==> config.mk <==
export PLATFORM = sky130hd
export DESIGN_NAME = decode_stage
export DESIGN_NICKNAME = d
export VERILOG_FILES = /design/src/rtl/cpu_pkg.sv /design/src/rtl/decode_scoreboard.sv /design/src/rtl/decode_stage.sv
export SDC_FILE = /design/constraint.sdc
export NUM_CORES = 1
export LEC_CHECK = 0
export CAP_MARGIN = 20
export CORE_ASPECT_RATIO = 0.75
export CORE_MARGIN = 2
export CORE_UTILIZATION = 50
export CTS_CLUSTER_SIZE = 30
export DETAILED_ROUTE_END_ITERATION = 10
export GPL_TIMING_DRIVEN = 0
export HOLD_SLACK_MARGIN = 0.02
export PLACE_DENSITY = 0.84
export RECOVER_POWER = 25
export SETUP_SLACK_MARGIN = 0.02
export SYNTH_ARGS = -nofsm -noshare
export SYNTH_HDL_FRONTEND = slang
export SYNTH_SLANG_ARGS = --single-unit
==> constraint.sdc <==
create_clock -name clk_i -period 7.3 [get_ports clk_i]
set_input_delay 1.095 -clock clk_i [delete_from_list [all_inputs] [get_ports clk_i]]
set_output_delay 1.095 -clock clk_i [all_outputs]
set_load 0.05 [all_outputs]
==> src/rtl/cpu_pkg.sv <==
// Shared encodings for the ARM-subset pipeline: instruction classes, DP opcodes, condition codes.
// Also holds the decoded-field bundle and the immediate-rotation helper used by decode.
package cpu_pkg;

  typedef enum logic [1:0] {
    CLS_DP     = 2'd0,
    CLS_LDST   = 2'd1,
    CLS_BRANCH = 2'd2,
    CLS_UNDEF  = 2'd3
  } instr_class_e;

  localparam logic [3:0] OP_AND = 4'h0;
  localparam logic [3:0] OP_EOR = 4'h1;
  localparam logic [3:0] OP_SUB = 4'h2;
  localparam logic [3:0] OP_RSB = 4'h3;
  localparam logic [3:0] OP_ADD = 4'h4;
  localparam logic [3:0] OP_ADC = 4'h5;
  localparam logic [3:0] OP_SBC = 4'h6;
  localparam logic [3:0] OP_RSC = 4'h7;
  localparam logic [3:0] OP_TST = 4'h8;
  localparam logic [3:0] OP_TEQ = 4'h9;
  localparam logic [3:0] OP_CMP = 4'hA;
  localparam logic [3:0] OP_CMN = 4'hB;
  localparam logic [3:0] OP_ORR = 4'hC;
  localparam logic [3:0] OP_MOV = 4'hD;
  localparam logic [3:0] OP_BIC = 4'hE;
  localparam logic [3:0] OP_MVN = 4'hF;

  localparam logic [3:0] COND_EQ = 4'h0;
  localparam logic [3:0] COND_NE = 4'h1;
  localparam logic [3:0] COND_CS = 4'h2;
  localparam logic [3:0] COND_CC = 4'h3;
  localparam logic [3:0] COND_MI = 4'h4;
  localparam logic [3:0] COND_PL = 4'h5;
  localparam logic [3:0] COND_VS = 4'h6;
  localparam logic [3:0] COND_VC = 4'h7;
  localparam logic [3:0] COND_HI = 4'h8;
  localparam logic [3:0] COND_LS = 4'h9;
  localparam logic [3:0] COND_GE = 4'hA;
  localparam logic [3:0] COND_LT = 4'hB;
  localparam logic [3:0] COND_GT = 4'hC;
  localparam logic [3:0] COND_LE = 4'hD;
  localparam logic [3:0] COND_AL = 4'hE;

  localparam logic [3:0] REG_LR = 4'd14;
  localparam logic [3:0] REG_PC = 4'd15;

  typedef struct packed {
    logic [31:0]  pc;
    logic [3:0]   cond;
    instr_class_e cls;
    logic [3:0]   opcode;
    logic         s;
    logic         imm_sel;
    logic [31:0]  imm;
    logic [6:0]   shift;
    logic         load;
    logic         up;
    logic         wr_en;
    logic [3:0]   rd;
  } dec_t;

  // DP immediate: imm8 zero-extended then rotated right by twice the 4-bit rotate field.
  function automatic logic [31:0] ror_imm(input logic [7:0] imm8, input logic [3:0] rot);
    logic [31:0] base;
    logic [63:0] dbl;
    base = {24'b0, imm8};
    dbl  = {base, base} >> {rot, 1'b0};
    return dbl[31:0];
  endfunction

endpackage

==> src/rtl/decode_scoreboard.sv <==
// Busy-register scoreboard: set on issue, clear on writeback (set wins), hazard query is combinational on registered state.
// No latency of its own; a release becomes visible to the query the cycle after wb, and it never applies backpressure itself.
module decode_scoreboard
  import cpu_pkg::*;
(
  input  logic        clk_i,
  input  logic        reset_i,
  input  logic        set_vld,
  input  logic [3:0]  set_addr,
  input  logic        clr_vld,
  input  logic [3:0]  clr_addr,
  input  logic        r1_vld,
  input  logic [3:0]  r1_addr,
  input  logic        r2_vld,
  input  logic [3:0]  r2_addr,
  input  logic        rd_vld,
  input  logic [3:0]  rd_addr,
  output logic        hazard,
  output logic [15:0] busy
);

  logic [15:0] busy_q;
  logic [15:0] busy_d;

  always_comb begin
    busy_d = busy_q;
    if (clr_vld) busy_d[clr_addr] = 1'b0;
    if (set_vld && set_addr != REG_PC) busy_d[set_addr] = 1'b1;
  end

  always_ff @(posedge clk_i) begin
    if (reset_i) busy_q <= '0;
    else         busy_q <= busy_d;
  end

  // Only registered state is consulted: register_file returns pre-write data in the wb cycle.
  always_comb begin
    hazard = 1'b0;
    if (r1_vld && r1_addr != REG_PC && busy_q[r1_addr]) hazard = 1'b1;
    if (r2_vld && r2_addr != REG_PC && busy_q[r2_addr]) hazard = 1'b1;
    if (rd_vld && rd_addr != REG_PC && busy_q[rd_addr]) hazard = 1'b1;
  end

  assign busy = busy_q;

endmodule

==> src/rtl/decode_stage.sv <==
// ARM-subset decode: read addresses combinational from instr_i, decoded fields registered for execute.
// Latency 1 cycle; ready_o drops on RAW/WAW scoreboard hazard or flush, holding fetch with a bubble downstream.
module decode_stage
  import cpu_pkg::*;
(
  input  logic        clk_i,
  input  logic        reset_i,
  input  logic [31:0] instr_i,
  input  logic        instr_valid_i,
  input  logic [31:0] pc_i,
  output logic        ready_o,
  input  logic        flush_i,
  input  logic        wb_valid_i,
  input  logic [3:0]  wb_addr_i,
  output logic [3:0]  r1_addr_o,
  output logic [3:0]  r2_addr_o,
  output logic        valid_o,
  output logic [31:0] pc_o,
  output logic [3:0]  cond_o,
  output logic [1:0]  class_o,
  output logic [3:0]  opcode_o,
  output logic        s_o,
  output logic        imm_sel_o,
  output logic [31:0] imm_o,
  output logic [6:0]  shift_o,
  output logic        load_o,
  output logic        up_o,
  output logic        wr_en_o,
  output logic [3:0]  rd_o
);

  dec_t       dec;
  dec_t       dec_q;
  logic       valid_q;
  logic       r1_used;
  logic       r2_used;
  logic [3:0] r1_addr;
  logic [3:0] r2_addr;
  logic       hazard;
  logic       accept;
  logic [15:0] busy;
  logic       unused_bits;

  assign unused_bits = instr_i[4];

  always_comb begin
    dec        = '0;
    dec.pc     = pc_i;
    dec.cond   = instr_i[31:28];
    dec.cls    = CLS_UNDEF;
    r1_used    = 1'b0;
    r2_used    = 1'b0;
    r1_addr    = 4'd0;
    r2_addr    = 4'd0;
    if (instr_i[27:26] == 2'b00) begin
      dec.cls     = CLS_DP;
      dec.opcode  = instr_i[24:21];
      dec.s       = instr_i[20];
      dec.imm_sel = instr_i[25];
      dec.rd      = instr_i[15:12];
      dec.wr_en   = (instr_i[24:23] != 2'b10);
      r1_used     = !(instr_i[24:21] == OP_MOV || instr_i[24:21] == OP_MVN);
      r1_addr     = r1_used ? instr_i[19:16] : 4'd0;
      if (instr_i[25]) begin
        dec.imm = ror_imm(instr_i[7:0], instr_i[11:8]);
      end else begin
        dec.shift = {instr_i[11:7], instr_i[6:5]};
        r2_used   = 1'b1;
        r2_addr   = instr_i[3:0];
      end
    end else if (instr_i[27:26] == 2'b01) begin
      dec.cls     = CLS_LDST;
      dec.imm_sel = 1'b1;
      dec.imm     = {20'b0, instr_i[11:0]};
      dec.load    = instr_i[20];
      dec.up      = instr_i[23];
      dec.wr_en   = instr_i[20];
      dec.rd      = instr_i[15:12];
      r1_used     = 1'b1;
      r1_addr     = instr_i[19:16];
      // Stores read the data register through the second port.
      r2_used     = !instr_i[20];
      r2_addr     = instr_i[20] ? 4'd0 : instr_i[15:12];
    end else if (instr_i[27:25] == 3'b101) begin
      dec.cls     = CLS_BRANCH;
      dec.imm_sel = 1'b1;
      dec.imm     = {{6{instr_i[23]}}, instr_i[23:0], 2'b00};
      dec.wr_en   = instr_i[24];
      dec.rd      = REG_LR;
    end
  end

  decode_scoreboard u_sb (
    .clk_i    (clk_i),
    .reset_i  (reset_i),
    .set_vld  (accept && dec.wr_en),
    .set_addr (dec.rd),
    .clr_vld  (wb_valid_i),
    .clr_addr (wb_addr_i),
    .r1_vld   (r1_used),
    .r1_addr  (r1_addr),
    .r2_vld   (r2_used),
    .r2_addr  (r2_addr),
    .rd_vld   (dec.wr_en),
    .rd_addr  (dec.rd),
    .hazard   (hazard),
    .busy     (busy)
  );

  assign ready_o   = ~(instr_valid_i & hazard) & ~flush_i;
  assign accept    = instr_valid_i & ready_o;
  assign r1_addr_o = r1_addr;
  assign r2_addr_o = r2_addr;

  // Bubbles also drop wr_en so execute never sees a stale writer.
  always_ff @(posedge clk_i) begin
    if (reset_i) begin
      valid_q <= 1'b0;
      dec_q   <= '0;
    end else if (accept) begin
      valid_q <= 1'b1;
      dec_q   <= dec;
    end else begin
      valid_q     <= 1'b0;
      dec_q.wr_en <= 1'b0;
    end
  end

  assign valid_o   = valid_q;
  assign pc_o      = dec_q.pc;
  assign cond_o    = dec_q.cond;
  assign class_o   = dec_q.cls;
  assign opcode_o  = dec_q.opcode;
  assign s_o       = dec_q.s;
  assign imm_sel_o = dec_q.imm_sel;
  assign imm_o     = dec_q.imm;
  assign shift_o   = dec_q.shift;
  assign load_o    = dec_q.load;
  assign up_o      = dec_q.up;
  assign wr_en_o   = dec_q.wr_en;
  assign rd_o      = dec_q.rd;

endmodule

==> flow_metrics.py, run 1 <==
metrics = {
    "logic_synthesis": {
        "yosysTopAreaCell": "dfxtp_1",
        "synth.distinct_cells": 59,
        "synthDominantCellAreaShare_pct": 36.03,
        "synth_flop_cell": "dfxtp_1",
        "syn_nets": 789,
        "synth_edf_count": 0,
        "yosysWarnings": 0,
        "async_flop_share_pct": 0,
        "syn_avg_cell_area_um2": 8.302,
        "ys_ff_latch": 107,
        "ys_top_cells_by_area": "dfxtp_1, mux2i_1, nand2_1",
        "syn_inst": 716,
        "seq_area_frac_synth_pct": 36.03,
        "synth_area_um2": 5944,
    },
    "pwr": {
        "powerDensity_nw_per_um2": 175.6,
        "total_power_mw": 1.430,
        "p_leak_nw": 3.342,
        "ir_drop_mv": 0.1117,
    },
    "detailed_routing": {
        "wl_per_cell_um": 18.31,
        "drt-vias-per-instance": 5.823,
        "num_vias": 6201,
        "drt_iter0_markers": 603,
        "dr.pass1.iters": 6,
        "drcViolationCount": 0,
        "finalWirelength_um": 19500,
        "antenna_left": 0,
    },
    "placement": {
        "place.gp.congestion": 0.9962,
        "dp.cells": 1049,
        "dpl.hpwl_um": 15030,
        "io_buffers": 170,
    },
    "clock_network": {
        "htree_levels": 3,
        "post_cts_buffers": 0,
        "clk_latency_ps": 360,
        "cts.path.max_buffers": 2,
        "cts_tree": "yes",
        "cts_hold_buffers": 0,
        "cts.sinks": 107,
        "numCtsBuffers": 9,
        "cts_root_buf": "clkbuf_16",
        "path_clk_slew_ps": 70,
        "cts_resized": 0,
    },
    "grt": {
        "grt_pass1_wl_um": 30390,
        "antenna_found_initial": 0,
        "track_usage_pct": 30.25,
        "overflow": 0,
        "grt_pass1_vias": 5794,
        "grt_max_degree": 20,
    },
    "sta": {
        "skew_ps": 10.52,
        "setup_viol": 0,
        "rsz0062_at_grt": "no",
        "setup_tns_ps": 0,
        "tightest_slew_ps": 691.8,
        "finalCritPeriodShare_pct": 76.32,
        "whs_ps": 454.8,
        "max-slew-margin-rel_pct": 53.88,
        "hold_violations": 0,
        "slew_viol_final": 0,
        "finalCriticalPeriod_ps": 5572,
        "max_freq_ghz": 0.1795,
    },
    "floorplan": {
        "dieHeight_um": 98.43,
        "initial_utilization_pct": 51.19,
        "die-area_um2": 12790,
        "top_level_ports": 173,
        "row_count": 34,
        "dieWidth_um": 129.9,
        "coreArea_um2": 11610,
    },
    "finish": {
        "area_delta_synth_final_pct": 36.96,
        "postLayoutCoreUtil_pct": 70.10,
        "nets": 971,
        "fin_cells": 1065,
        "diodes": 0,
        "drive_gt1_share_pct": 7.309,
    },
    "critical_path": {
        "critical_path_class": "input port to output port",
        "worstSetupStartpointType": "input port",
        "cp.required_ps": 6200,
        "ff2ff_path_depth": 8,
        "startpoint": "instr_i[20]",
        "arrival_ps": 4480,
        "worstPathMaxFanout": 7,
        "cp-end-kind": "output port",
        "r2r_start": "u_sb.busy[12]",
    },
    "worst_hold_path": {
        "hold_class": "flip-flop to flip-flop",
        "hold_depth": 2,
        "hold_start": "pc_o[18]",
    },
    "job": {
        "maxCapViolations": 0,
    },
    "run_status": {
        "status": "complete, no violations",
    },
}
## per-stage QoR
step / cell area, um2 / setup slack, ps
6_report: 8142 / 1728
5_1_grt: 8142 / 1585
4_1_cts: 8142 / 1799
3_5_place_dp: 7854 / 1793
3_3_place_gp: 7849 / 1818
2_1_floorplan: 5944 / 2754
## per-layer routing
metal,vias up,track usage [%],part of all wire (%)
met2,406,45.11,42
met1,2849,42.48,43
li1,2896,-,-
met5,-,0,0
met3,50,10.26,13
met4,0,6.782,1.8
## cell usage after synthesis (5+ instances only)
cell,n
nand2_1,182
dfxtp_1,107
mux2i_1,89
nor2_1,40
clkbuf_1,34
o21ai_0,31
nor2b_1,19
a21oi_1,16
nand3_1,16
nand2b_1,12
o211ai_1,12
buf_2,10
nand3b_1,9
a222oi_1,8
and3_1,8
inv_1,8
mux2_2,8
nor3_1,7
a21o_1,6
a22o_1,6
a32oi_1,5
buf_4,5
buf_6,5
mux2_4,5
## cell type report
class,count,area [um2]
plain buffers,54,271.5
clock buffers,10,229.0
clock inverters,6,58.81
fillers,964,3472
inverters,9,33.78
multi-input cells,546,3497
flip-flops and latches,107,2142
well taps,162,202.7
repair buffers,171,1707
## cells in the final DEF, fill, tap and decap left out, types with 16 or more instances in the layout
| master | instances |
|---|---|
| dlygate4sd3_1 | 51 |
| a21oi_1 | 16 |
| mux2i_1 | 89 |
| nor2_1 | 40 |
| clkdlybuf4s50_1 | 119 |
| nor2b_1 | 19 |
| clkbuf_1 | 35 |
| dfxtp_1 | 107 |
| o21ai_0 | 31 |
| nand2_1 | 182 |
| nand3_1 | 16 |
## final timing paths
kind | endpoint | slack [ps]
hold / removal | pc_o[18] | 450
setup reg to reg | imm_o[9] | 4780
hold reg to reg | pc_o[18] | 450
setup / recovery | ready_o | 1730
## sequential cells by signal (all words and copies together), names as in the netlist
name and count:
class_o 2, pc_o 32, rd_o 4, imm_o 32, load_o 1, shift_o 7
opcode_o 4, imm_sel_o 1, valid_o 1, up_o 1, u_sb.busy 16, wr_en_o 1
cond_o 4, s_o 1
## worst max-delay path, stage by stage
cell	delay, ps
clkdlybuf4s50_1	670
and3b_1	260
o21ai_2	360
mux2_1	360
a221o_1	370
o21ai_2	230
o21ai_0	160
a21oi_1	160
clkdlybuf4s50_1	810
## kinds of logic after synthesis
| group | after synthesis | synth area share [%] |
|---|---|---|
| buf+inv | 63 | 5.136 |
| mux | 106 | 18.90 |
| compound gates | 126 | 15.58 |
| flops | 107 | 36.03 |
| simple gates | 314 | 24.35 |
## power by group
part	internal (mW)	total [mW]	leakage (nW)	switching, mW
sequential	0.602	0.611	0.867	0.00963
combinational	0.129	0.344	2.34	0.215
clock	0.238	0.474	0.136	0.236
total	0.970	1.43	3.34	0.460
(Power assumes the default switching activity.)
==> inputs of run 2 (changes only) <==
--- a/config.mk
+++ b/config.mk
@@ -8,12 +8,12 @@
 export CAP_MARGIN = 20
 export CORE_ASPECT_RATIO = 0.75
 export CORE_MARGIN = 2
-export CORE_UTILIZATION = 50
+export CORE_UTILIZATION = 48
 export CTS_CLUSTER_SIZE = 30
 export DETAILED_ROUTE_END_ITERATION = 10
 export GPL_TIMING_DRIVEN = 0
 export HOLD_SLACK_MARGIN = 0.02
-export PLACE_DENSITY = 0.84
+export PLACE_DENSITY = 0.81
 export RECOVER_POWER = 25
 export SETUP_SLACK_MARGIN = 0.02
 export SYNTH_ARGS = -nofsm -noshare
==> constraint.sdc (replaced) <==
create_clock -name clk_i -period 5.8 [get_ports clk_i]
set_input_delay 0.87 -clock clk_i [delete_from_list [all_inputs] [get_ports clk_i]]
set_output_delay 0.87 -clock clk_i [all_outputs]
set_load 0.05 [all_outputs]
==> flow_metrics.py, run 2 (synthesis gave the netlist of run 1 again) <==
metrics = {
    "critical_path": {
        "arrival_ps": 4200,
        "worstSetupStartpointType": "input port",
        "critPathSlowestCell": "clkdlybuf4s50_1",
        "crit_family": "buffers and inverters",
        "critical_path_class": "input port to output port",
        "worstPathMaxFanout": 7,
        "cp.required_ps": 4930,
        "crit_buf_inv": 2,
        "critPathMaxStageDelay_ps": 820,
        "crit_chain": "clkdlybuf4s50_1, and3b_1, o21ai_2, mux2_1, a221o_1, o21ai_2, o21ai_0, a21oi_1, clkdlybuf4s50_1",
        "cp-end-kind": "output port",
    },
    "detailed_routing": {
        "antenna_left": 0,
        "num_vias": 6166,
        "dr.pass1.iters": 7,
        "drcViolationCount": 0,
        "drt_iter0_markers": 612,
        "wl_per_cell_um": 19.07,
        "finalWirelength_um": 20390,
        "drt-vias-per-instance": 5.768,
    },
    "pwr": {
        "ir_drop_mv": 0.1475,
        "p_leak_nw": 3.343,
        "power_switching_mw": 0.5863,
        "clkPwrFrac_pct": 33.3,
        "p_int_mw": 1.222,
        "switching_share_pct": 32.43,
        "pwr-share-comb_pct": 24.1,
        "powerDensity_nw_per_um2": 221.9,
        "seq_power_share_pct": 42.6,
    },
    "floorplan": {
        "initial_utilization_pct": 48.83,
        "row_count": 35,
        "dieHeight_um": 100.4,
        "top_level_ports": 173,
        "die-area_um2": 13300,
        "coreArea_um2": 12170,
        "dieWidth_um": 132.5,
    },
    "sta": {
        "max_freq_ghz": 0.1974,
        "skew_ps": 10.70,
        "finalCriticalPeriod_ps": 5066,
        "hold_violations": 0,
        "tightest_slew_ps": 731.2,
        "setup_viol": 0,
        "rsz0062_at_grt": "no",
        "max-slew-margin-rel_pct": 51.25,
        "slew_viol_final": 0,
        "finalCritPeriodShare_pct": 87.35,
        "whs_ps": 454.0,
        "setup_tns_ps": 0,
    },
    "clock_network": {
        "path_clk_slew_ps": 80,
        "clk_latency_ps": 350,
        "cts_root_buf": "clkbuf_16",
        "cts.path.max_buffers": 2,
        "numCtsBuffers": 9,
        "cts_resized": 0,
        "cts_hold_buffers": 0,
        "htree_levels": 3,
        "cts.sinks": 107,
        "post_cts_buffers": 0,
        "cts_tree": "yes",
    },
    "grt": {
        "grt_max_degree": 20,
        "grt_pass1_vias": 5862,
        "grt_pass1_wl_um": 31990,
        "antenna_found_initial": 0,
        "overflow": 0,
        "track_usage_pct": 30.53,
    },
    "placement": {
        "placed_area_um2": 7859,
        "dp.cells": 1053,
        "io_buffers": 170,
        "dpl.hpwl_um": 15600,
        "place.gp.congestion": 0.9792,
    },
    "finish": {
        "fillCellCount": 1108,
        "mostFrequentLayoutCells": "nand2_1, clkdlybuf4s50_1, dfxtp_1, mux2i_1, dlygate4sd3_1",
        "fin_cells": 1069,
        "area_delta_synth_final_pct": 37.09,
        "final_common_cell": "nand2_1",
        "drive_gt1_share_pct": 7.309,
        "diodes": 0,
        "nets": 971,
        "fin_area_um2": 8149,
    },
    "worst_hold_path": {
        "hold_class": "flip-flop to flip-flop",
    },
    "job": {
        "maxCapViolations": 0,
    },
    "run_status": {
        "status": "complete, no violations",
    },
}
-- run 2: metrics by stage --
step | util (%) | setup WS, ps | power, mW
2_1_floorplan | - | 1704 | 1.050
3_3_place_gp | 64.51 | 792.9 | 1.218
3_5_place_dp | 64.55 | 778.6 | 1.220
4_1_cts | 66.94 | 779.5 | 1.817
5_1_grt | 66.94 | 598.5 | 1.872
6_report | 66.94 | 733.7 | 1.808
-- run 2: worst min-delay path, cell delays in order, from the launching register on --
cell and delay [ps]:
dfxtp_1 310, nand2_1 50, mux2i_1 50
-- run 2: area by class of cell --
class	count	area, um2	area share (%)
Clock inverter	6	61.31	0.7523
Sequential cell	107	2142	26.29
Inverter	9	33.78	0.4146
Tap cell	166	207.7	2.549
Multi-Input combinational cell	546	3497	42.91
Buffer	54	271.5	3.332
Timing Repair Buffer	171	1707	20.94
Clock buffer	10	229.0	2.810
-- run 2: power groups by stage --
stage,clock network (mW),logic [mW],registers [mW]
3_3_place_gp,0,0.431,0.787
3_5_place_dp,0,0.433,0.787
6_report,0.602,0.436,0.770
2_1_floorplan,0,0.185,0.865
5_1_grt,0.641,0.459,0.773
4_1_cts,0.612,0.435,0.770
-- run 2: final timing paths --
check | start | endpoint | slack, ps | cells after the start
worst max-delay path | instr_i[20] | ready_o | 730 | 9
worst min-delay path | imm_o[14] | imm_o[14] | 450 | 2
worst max register to register | u_sb.busy[0] | imm_o[8] | 3170 | 8
worst min register to register | imm_o[14] | imm_o[14] | 450 | 2
-- run 2: routing by layer --
layer  track usage (%)  share of wire [%]  vias up
met4             8.106                2.4        0
met5                 0                  0        -
li1                  -                  -     2901
met2             46.75                 42      355
met3             9.091                 12       37
met1             42.12                 44     2873
==> inputs of run 3 (changes only) <==
--- a/config.mk
+++ b/config.mk
@@ -7,7 +7,6 @@
 export LEC_CHECK = 0
 export CAP_MARGIN = 20
 export CORE_ASPECT_RATIO = 0.75
-export CORE_MARGIN = 2
 export CORE_UTILIZATION = 48
 export CTS_CLUSTER_SIZE = 30
 export DETAILED_ROUTE_END_ITERATION = 10
==> flow_metrics.py, run 3 (synthesis gave the netlist of run 1 again) <==
metrics = {
    "finish": {
        "mostFrequentLayoutCells": "nand2_1, clkdlybuf4s50_1, dfxtp_1, mux2i_1, dlygate4sd3_1",
        "drive_gt1_share_pct": 7.309,
        "nets": 971,
        "final_common_cell": "nand2_1",
        "area_delta_synth_final_pct": 36.98,
        "diodes": 0,
    },
    "critical_path": {
        "critPathSlowestCell": "clkdlybuf4s50_1",
        "critical_path_class": "input port to output port",
        "cp-end-kind": "output port",
        "reg2reg_slack_ps": 3260,
        "critPathMaxStageDelay_ps": 810,
        "arrival_ps": 4180,
        "worstPathMaxFanout": 7,
        "crit_chain": "clkdlybuf4s50_1, and3b_1, o21ai_2, mux2_1, a221o_1, o21ai_2, o21ai_0, a21oi_1, clkdlybuf4s50_1",
        "worstSetupStartpointType": "input port",
        "cp.required_ps": 4930,
    },
    "floorplan": {
        "die-area_um2": 12840,
        "top_level_ports": 173,
        "dieWidth_um": 130.5,
        "initial_utilization_pct": 50.26,
        "coreArea_um2": 11830,
        "dieHeight_um": 98.38,
        "row_count": 34,
    },
    "worst_hold_path": {
        "hold_class": "flip-flop to flip-flop",
    },
    "clock_network": {
        "cts.sinks": 107,
        "clk_latency_ps": 360,
        "cts_tree": "yes",
        "numCtsBuffers": 9,
        "cts.path.max_buffers": 2,
        "cts_resized": 0,
        "path_clk_slew_ps": 80,
        "htree_levels": 3,
        "cts_hold_buffers": 0,
        "post_cts_buffers": 0,
        "cts_root_buf": "clkbuf_16",
    },
    "detailed_routing": {
        "finalWirelength_um": 21480,
        "drcViolationCount": 0,
        "dr_wl_met3_um": 2366,
        "drt-vias-per-instance": 5.841,
        "drt_iter0_markers": 694,
        "num_vias": 6221,
        "wl_met1_um": 9283,
        "dr_wl_met2_um": 9407,
        "top_layer": "met4",
        "antenna_left": 0,
        "dr.pass1.iters": 9,
        "wl_per_cell_um": 20.17,
    },
    "sta": {
        "max_freq_ghz": 0.1980,
        "setup_tns_ps": 0,
        "finalCriticalPeriod_ps": 5051,
        "rsz0062_at_grt": "no",
        "max-slew-margin-rel_pct": 50.57,
        "postLayoutSetupSlackWorst_ps": 749.3,
        "finalCritPeriodShare_pct": 87.08,
        "slew_viol_final": 0,
        "tightest_slew_ps": 741.5,
        "setup_viol": 0,
        "hold_violations": 0,
        "skew_ps": 15.57,
    },
    "pwr": {
        "p_leak_nw": 3.338,
        "ir_drop_mv": 0.1423,
        "powerDensity_nw_per_um2": 223.7,
    },
    "placement": {
        "place.gp.congestion": 0.9376,
        "place_ws_ps": 779.0,
        "io_buffers": 170,
        "dpl.hpwl_um": 16520,
    },
    "job": {
        "maxCapViolations": 0,
    },
    "grt": {
        "antenna_found_initial": 0,
        "overflow": 0,
        "grt_max_degree": 20,
        "grt_pass1_vias": 6132,
        "grt_pass1_wl_um": 33040,
        "track_usage_pct": 33.68,
    },
    "run_status": {
        "status": "complete, no violations",
    },
}
==> run 3: cell types whose count changed in the layout (fill, tap and decap cells not counted), sizes merged <==
cell	delta
clkinvlp	+1
clkinv	-1
==> run 3: critical path: cells and delay by family <==
kind / cells / cell delay, ps
buffers and inverters: 2 / 1480
AOI/OAI and AO/OA: 5 / 1210
muxes: 1 / 350
and+or+nand+nor: 1 / 260
==> run 3: power by group <==
group	internal (mW)	switching, mW	total [mW]
clock network	0.301	0.310	0.611
logic	0.163	0.278	0.441
registers	0.757	0.0127	0.770
==> run 3: layout make-up <==
cell class | count | area (um2)
Clock inverter | 6 | 60.06
Timing Repair Buffer | 171 | 1707
Clock buffer | 10 | 229.0
Inverter | 9 | 33.78
Buffer | 54 | 271.5
Sequential cell | 107 | 2142
Multi-Input combinational cell | 546 | 3497
Fill cell | 987 | 3684
Tap cell | 162 | 202.7
==> run 3: routing by layer <==
metal,track usage [%],vias up
li1,-,2891
met1,45.14,2913
met2,52.75,373
met3,8.986,44
met4,9.903,0
met5,0,-
==> run 3: worst paths after layout <==
| kind | from | endpoint | depth (start not counted) |
|---|---|---|---|
| setup reg to reg | u_sb.busy[8] | imm_o[10] | 8 |
| hold reg to reg | pc_o[5] | pc_o[5] | 2 |
| setup / recovery | instr_i[20] | ready_o | 9 |
| hold / removal | pc_o[5] | pc_o[5] | 2 |
==> run 3: per-stage QoR <==
| stage | hold WS, ps | total power, mW | utilization [%] | cell area [um2] | cells |
|---|---|---|---|---|---|
| 3_5_place_dp | 446.7 | 1.224 | 66.41 | 7854 | 1049 |
| 4_1_cts | 460.5 | 1.822 | 68.85 | 8143 | 1065 |
| 5_1_grt | 474.8 | 1.882 | 68.85 | 8143 | 1065 |
| 2_1_floorplan | 453.4 | 1.050 | - | 5944 | 716 |
| 3_3_place_gp | 443.1 | 1.218 | 66.37 | 7849 | 1048 |
| 6_report | 456.6 | 1.822 | 68.85 | 8143 | 1065 |
